## src/rtl/mips_pkg.sv

```systemverilog
// Shared encodings and defaults for the MIPS core front end.
package mips_pkg;

  localparam logic [1:0] REDIR_BR  = 2'b00;
  localparam logic [1:0] REDIR_J   = 2'b01;
  localparam logic [1:0] REDIR_JR  = 2'b10;
  localparam logic [1:0] REDIR_RSV = 2'b11;

  typedef enum logic [1:0] {
    BOOT  = 2'b00,
    FETCH = 2'b01,
    HOLD  = 2'b10
  } fetch_state_t;

  localparam logic [31:0] DEFAULT_RESET_PC   = 32'h0000_0000;
  localparam logic [31:0] DEFAULT_EXC_VECTOR = 32'h8000_0180;

endpackage

```

## src/rtl/pc_target_calc.sv

```systemverilog
// Combinational redirect target selection: exception first, then branch/jump/jump-register.
module pc_target_calc
  import mips_pkg::*;
#(
  parameter logic [31:0] EXC_VECTOR = DEFAULT_EXC_VECTOR
) (
  input  logic        exc_req,
  input  logic        redir_valid,
  input  logic [1:0]  redir_type,
  input  logic [31:0] redir_pc_plus4,
  input  logic [15:0] redir_imm,
  input  logic [25:0] redir_index,
  input  logic [31:0] redir_jr,
  output logic        take,
  output logic [31:0] target,
  output logic        misaligned
);

  logic [31:0] branch_offset;

  assign branch_offset = {{14{redir_imm[15]}}, redir_imm, 2'b00};

  // Reserved type without an exception leaves take low so the fetch stream is untouched.
  always_comb begin
    take       = 1'b0;
    target     = EXC_VECTOR;
    misaligned = 1'b0;
    if (exc_req) begin
      take = 1'b1;
    end else if (redir_valid) begin
      case (redir_type)
        REDIR_BR: begin
          take   = 1'b1;
          target = redir_pc_plus4 + branch_offset;
        end
        REDIR_J: begin
          take   = 1'b1;
          target = {redir_pc_plus4[31:28], redir_index, 2'b00};
        end
        REDIR_JR: begin
          take       = 1'b1;
          target     = redir_jr;
          misaligned = |redir_jr[1:0];
        end
        default: begin
          take = 1'b0;
        end
      endcase
    end
  end

endmodule

```

## src/rtl/pc_fetch_ctrl.sv

```systemverilog
// Program counter and instruction fetch sequencer with a one-entry buffer toward decode.
module pc_fetch_ctrl
  import mips_pkg::*;
#(
  parameter logic [31:0] RESET_PC   = DEFAULT_RESET_PC,
  parameter logic [31:0] EXC_VECTOR = DEFAULT_EXC_VECTOR
) (
  input  logic        clock,
  input  logic        reset,
  output logic        imem_req,
  output logic [31:0] imem_addr,
  input  logic        imem_ready,
  input  logic [31:0] imem_rdata,
  output logic        if_valid,
  output logic [31:0] if_instr,
  output logic [31:0] if_pc,
  output logic [31:0] if_pc_plus4,
  input  logic        id_ready,
  input  logic        redir_valid,
  input  logic [1:0]  redir_type,
  input  logic [31:0] redir_pc_plus4,
  input  logic [15:0] redir_imm,
  input  logic [25:0] redir_index,
  input  logic [31:0] redir_jr,
  input  logic        exc_req,
  output logic        addr_err
);

  fetch_state_t state, state_next;
  logic [31:0]  pc;
  logic [31:0]  pc_plus4;
  logic [31:0]  drop_addr;
  logic         drop_pending;
  logic         buf_free;
  logic         accept;
  logic         redir_take;
  logic         redir_misaligned;
  logic [31:0]  redir_target;

  pc_target_calc #(
    .EXC_VECTOR (EXC_VECTOR)
  ) u_target (
    .exc_req        (exc_req),
    .redir_valid    (redir_valid),
    .redir_type     (redir_type),
    .redir_pc_plus4 (redir_pc_plus4),
    .redir_imm      (redir_imm),
    .redir_index    (redir_index),
    .redir_jr       (redir_jr),
    .take           (redir_take),
    .target         (redir_target),
    .misaligned     (redir_misaligned)
  );

  assign pc_plus4 = pc + 32'd4;
  assign buf_free = !if_valid || id_ready;

  // A request is only raised when its response is guaranteed a slot in the buffer;
  // while a discarded fetch is in flight the address of that old request is held.
  always_comb begin
    imem_req   = (state == FETCH) && buf_free;
    imem_addr  = drop_pending ? drop_addr : pc;
    accept     = imem_req && imem_ready && !drop_pending && !redir_take;
    state_next = state;
    case (state)
      BOOT:    state_next = FETCH;
      FETCH:   if (!buf_free) state_next = HOLD;
      HOLD:    if (id_ready) state_next = FETCH;
      default: state_next = BOOT;
    endcase
    if (redir_take) state_next = FETCH;
  end

  always_ff @(posedge clock or negedge reset) begin
    if (!reset) begin
      state <= BOOT;
    end else begin
      state <= state_next;
    end
  end

  // Redirects flush the buffer; an unanswered request becomes a pending drop.
  always_ff @(posedge clock or negedge reset) begin
    if (!reset) begin
      pc           <= RESET_PC;
      drop_pending <= 1'b0;
      drop_addr    <= 32'h0;
      addr_err     <= 1'b0;
      if_valid     <= 1'b0;
      if_instr     <= 32'h0;
      if_pc        <= 32'h0;
      if_pc_plus4  <= 32'h0;
    end else begin
      addr_err <= 1'b0;
      if (redir_take) begin
        pc        <= redir_misaligned ? EXC_VECTOR : redir_target;
        addr_err  <= redir_misaligned;
        if_valid  <= 1'b0;
        drop_addr <= imem_addr;
        drop_pending <= imem_req && !imem_ready;
      end else begin
        if (drop_pending && imem_req && imem_ready) drop_pending <= 1'b0;
        if (accept) begin
          if_valid    <= 1'b1;
          if_instr    <= imem_rdata;
          if_pc       <= pc;
          if_pc_plus4 <= pc_plus4;
          pc          <= pc_plus4;
        end else if (id_ready) begin
          if_valid <= 1'b0;
        end
      end
    end
  end

endmodule

```

## config.mk

```make
export PLATFORM = sky130hd
export DESIGN_NAME = pc_fetch_ctrl
export DESIGN_NICKNAME = d
export VERILOG_FILES = /design/src/rtl/mips_pkg.sv /design/src/rtl/pc_target_calc.sv /design/src/rtl/pc_fetch_ctrl.sv
export SDC_FILE = /design/constraint.sdc
export NUM_CORES = 1
export LEC_CHECK = 0
export ABC_AREA = 1
export BUFFER_PORTS_ARGS = -buffer_cell sky130_fd_sc_hd__buf_2
export CAP_MARGIN = 30
export CORE_MARGIN = 2
export CORE_UTILIZATION = 29
export CTS_BUF_LIST = sky130_fd_sc_hd__clkbuf_2 sky130_fd_sc_hd__clkbuf_4 sky130_fd_sc_hd__clkbuf_8
export DETAILED_ROUTE_END_ITERATION = 10
export REMOVE_ABC_BUFFERS = 1
export SLEW_MARGIN = 20
export SYNTH_ARGS = -nofsm -noshare
export SYNTH_HDL_FRONTEND = slang
export SYNTH_SLANG_ARGS = --single-unit
```

## constraint.sdc

```tcl
create_clock -name clock -period 3.6 [get_ports clock]
set_input_delay 0.36 -clock clock [delete_from_list [all_inputs] [get_ports clock]]
set_output_delay 0.36 -clock clock [all_outputs]
set_load 0.01 [all_outputs]
```

==> impl_metrics.yaml <==
status:
  outcome: "complete, no violations"
min_path:
  hp-start: "imem_rdata[12]"
  hold_class: "in -> reg"
pwr:
  fin_total_pwr_mw: 5.65
  clkPwrFrac_pct: 23.8
  ir_worst_vdd_v: 0.000239
  leakage_nw: 6.93
  pwr-share-seq_pct: 43.6
  p_int_mw: 3.55
  combPwrFrac_pct: 32.6
  p_sw_share_pct: 37.1
  power.density_nw_per_um2: 451
  p_switching_mw: 2.09
clocking:
  numCtsBuffers: 17
  cts_max_level: 4
  clock_latency_ns: 0.46
  numClockSinks: 163
  clk_path_buf_depth: 2
  clockRootBuffer: "clkbuf_8"
  ctsResizeCount: 0
  cts_tree: "yes"
  path_clk_slew_ns: 0.09
sta:
  fin_crit_sh_pct: 62.3
  maxSlewViolCount: 0
  rsz0062_at_grt: "no"
  finClkSkew_ns: 0.0133
  finalHoldWorstSlack_ns: 0.0994
  clock.fmax_mhz: 446
  finalSetupViolCount: 0
  finalHoldViolCount: 0
  worst_pin_slew_ns: 0.877
  timing.final.crit_period_ns: 2.24
  slew_headroom_pct: 41.5
  fin_setup_tns_ns: 0
logic_synthesis:
  synth.cell_area_sq_um: 10300
  netlist_instances: 1508
  synth_edf_count: 0
  syn_avg_cell_area_sq_um: 6.84
  yosys_warnings: 0
  yosysUniqueCellTypes: 44
  ys_ff_latch: 163
  ys_seq_area_share_pct: 39.6
  synthFlopType: "dfrtp_1"
  ys_async_sr_fraction_pct: 100
drt:
  vias: 10442
  wl_microns: 35800
  first_pass_iters: 5
  antenna_left: 0
  drc_errors: 0
  first_iter_violations: 712
  post_drt_wl_per_cell_microns: 16.1
  via_per_inst: 4.68
setup_path:
  r2r-start: "pc[2]"
  path_class: "reg -> out"
  crit_arrival_ns: 1.88
  cp_num_buf_inv: 2
  crit_start: "drop_pending"
  endpoint_kind: "primary output"
  path_max_fanout: 56
  critical_path.max_stage_delay_ns: 0.48
  critPathTopFamily: "buffers and inverters"
  cp.required_ns: 3.24
  crit_slowest_cell: "dfrtp_2"
  critPathLaunchType: "flop"
  cp_cell_sequence: "buf_4, o21ai_0, buf_2"
global_routing:
  grt_pass1_wl_microns: 54300
  grt_pass1_vias: 9769
  overflow: 0
  grtUsageTotal_pct: 19.2
  grt_start_max_net_pins: 81
  antenna_found_initial: 0
floorplan:
  rows: 69
  die_area_sq_um: 37100
  pin_count: 277
  die_height_microns: 193
  start_util_pct: 29.2
  core_area_sq_um: 35300
  die_w_microns: 193
flow_run:
  max-cap-violations: 0
final_layout:
  final_net_count: 1938
  drive_gt1_share_pct: 20.6
  utilization_pct: 35.5
  syn2layout_area_growth_pct: 21.5
  instances_no_fill: 2233
  n_antenna_cell: 0
placed_design:
  finalWeightedCongestion: 0.953
  post-dp-hpwl_microns: 27900
  portBuffers: 276
  dp.cells: 2202
worst register-to-register path: stages, from the launching register on:
cell and delay [ns]:
dfrtp_1 0.52, ha_1 0.32, nand3_2 0.17, inv_1 0.17
nand2_1 0.12, inv_1 0.15, nor2_1 0.05, o21ai_0 0.37
o21ai_0 0.13
cells by family after synthesis:
group                    synth area share, %
adder cells (fa/ha/maj)                 3.83
multiplexers                           0.109
XOR/XNOR                                1.87
flip-flops                              39.6
buffers and inverters                   8.88
AND/OR/NAND/NOR                         34.5
AO/OA/AOI/OAI                           11.3
area by class of cell:
cell class              count  area, sq um
fillers                  3826        22800
clock inverters             9          108
flip-flops and latches    163         4080
well taps                 461          577
multi-input cells        1120         5330
clock buffers              21          277
repair buffers            288         1510
inverters                 171          644
power by group through the flow:
stage | Clock, mW | Combinational (mW) | Sequential (mW)
after floorplan | 0 | 0.864 | 2.62
after global placement | 0 | 1.84 | 2.49
after detailed placement | 0 | 1.86 | 2.50
after CTS | 1.40 | 1.87 | 2.46
after global routing | 1.47 | 2.09 | 2.52
final | 1.34 | 1.84 | 2.46
per-stage QoR:
step	instance area [sq um]	setup slack, ns
floorplan	10000	-0.168
global placement	12100	1.11
detailed placement	12100	1.10
CTS	12500	1.27
global route	12500	1.13
finish	12500	1.36
flip-flops by register name, summed over array words and instances (netlist names):
signal / flops
if_instr: 32
drop_addr: 32
if_pc: 32
if_pc_plus4: 30
state: 2
addr_err: 1
pc: 32
if_valid: 1
drop_pending: 1
metal layers:
layer / GRT usage (%) / vias up / part of all wire (%)
met1: 26.7 / 4832 / 47
met2: 31.2 / 319 / 46
li1: - / 5263 / -
met4: 4.61 / 0 / 1.3
met5: 0 / - / 0
met3: 2.82 / 28 / 5.4
path summary, 6_finish.rpt:
path                              endpoint  slack (ns)  cells after the start
max                           imem_addr[5]        1.36                      3
min                           if_instr[12]         0.1                      3
max reg2reg                if_pc_plus4[10]        1.45                      8
min reg2reg                   if_instr[30]        0.47                      2
max in group asynchronous           pc[24]        2.28                      3
min in group asynchronous     if_instr[18]        0.41                      2
synth_stat cells, types with 3 or more instances:
cell        n  area share (%)
a21oi_1    47             2.3
a22o_1     19             1.6
a22oi_1     4            0.29
a31oi_1     8            0.49
buf_1       4            0.15
buf_2      18            0.87
buf_6       5            0.55
clkbuf_1   22            0.80
clkbuf_2    3            0.15
dfrtp_1   163              40
ha_1       30             3.6
inv_1     163             5.9
inv_2       8            0.29
nand2_1   643              23
nand2_2     9            0.55
nand3_1    67             3.3
nand3b_1    4            0.29
nand4_1    12            0.73
nor2_1     88             3.2
nor2_2      7            0.42
nor3_1     10            0.49
nor3_2      5            0.49
nor3_4      4            0.63
o21ai_0   106             5.1
o21ai_1     9            0.44
o21bai_1    4            0.29
or2_2       3            0.18
xor2_1     20             1.7
cell usage in the layout, fill, tap and decap left out, drive strengths merged, types with 3 or more instances in the layout:
cell type / netlist / layout
nand2: 652 / 652
buf: 29 / 287
inv: 171 / 171
dfrtp: 163 / 163
o21ai: 115 / 115
nor2: 97 / 97
nand3: 69 / 69
a21oi: 48 / 48
ha: 30 / 30
clkbuf: 25 / 21
xor2: 20 / 20
a22o: 19 / 19
nor3: 19 / 19
nand4: 12 / 12
a31oi: 8 / 8
o21bai: 5 / 5
clkinv: 0 / 5
nand3b: 4 / 4
a22oi: 4 / 4
or2: 3 / 3
what timing repair did:
action,4_1_cts,5_1_grt
setup buffers,0,0
hold buffers,1,0
endpoints found under the hold margin,46,0
No activity file was read; power rests on OpenSTA's default activity.
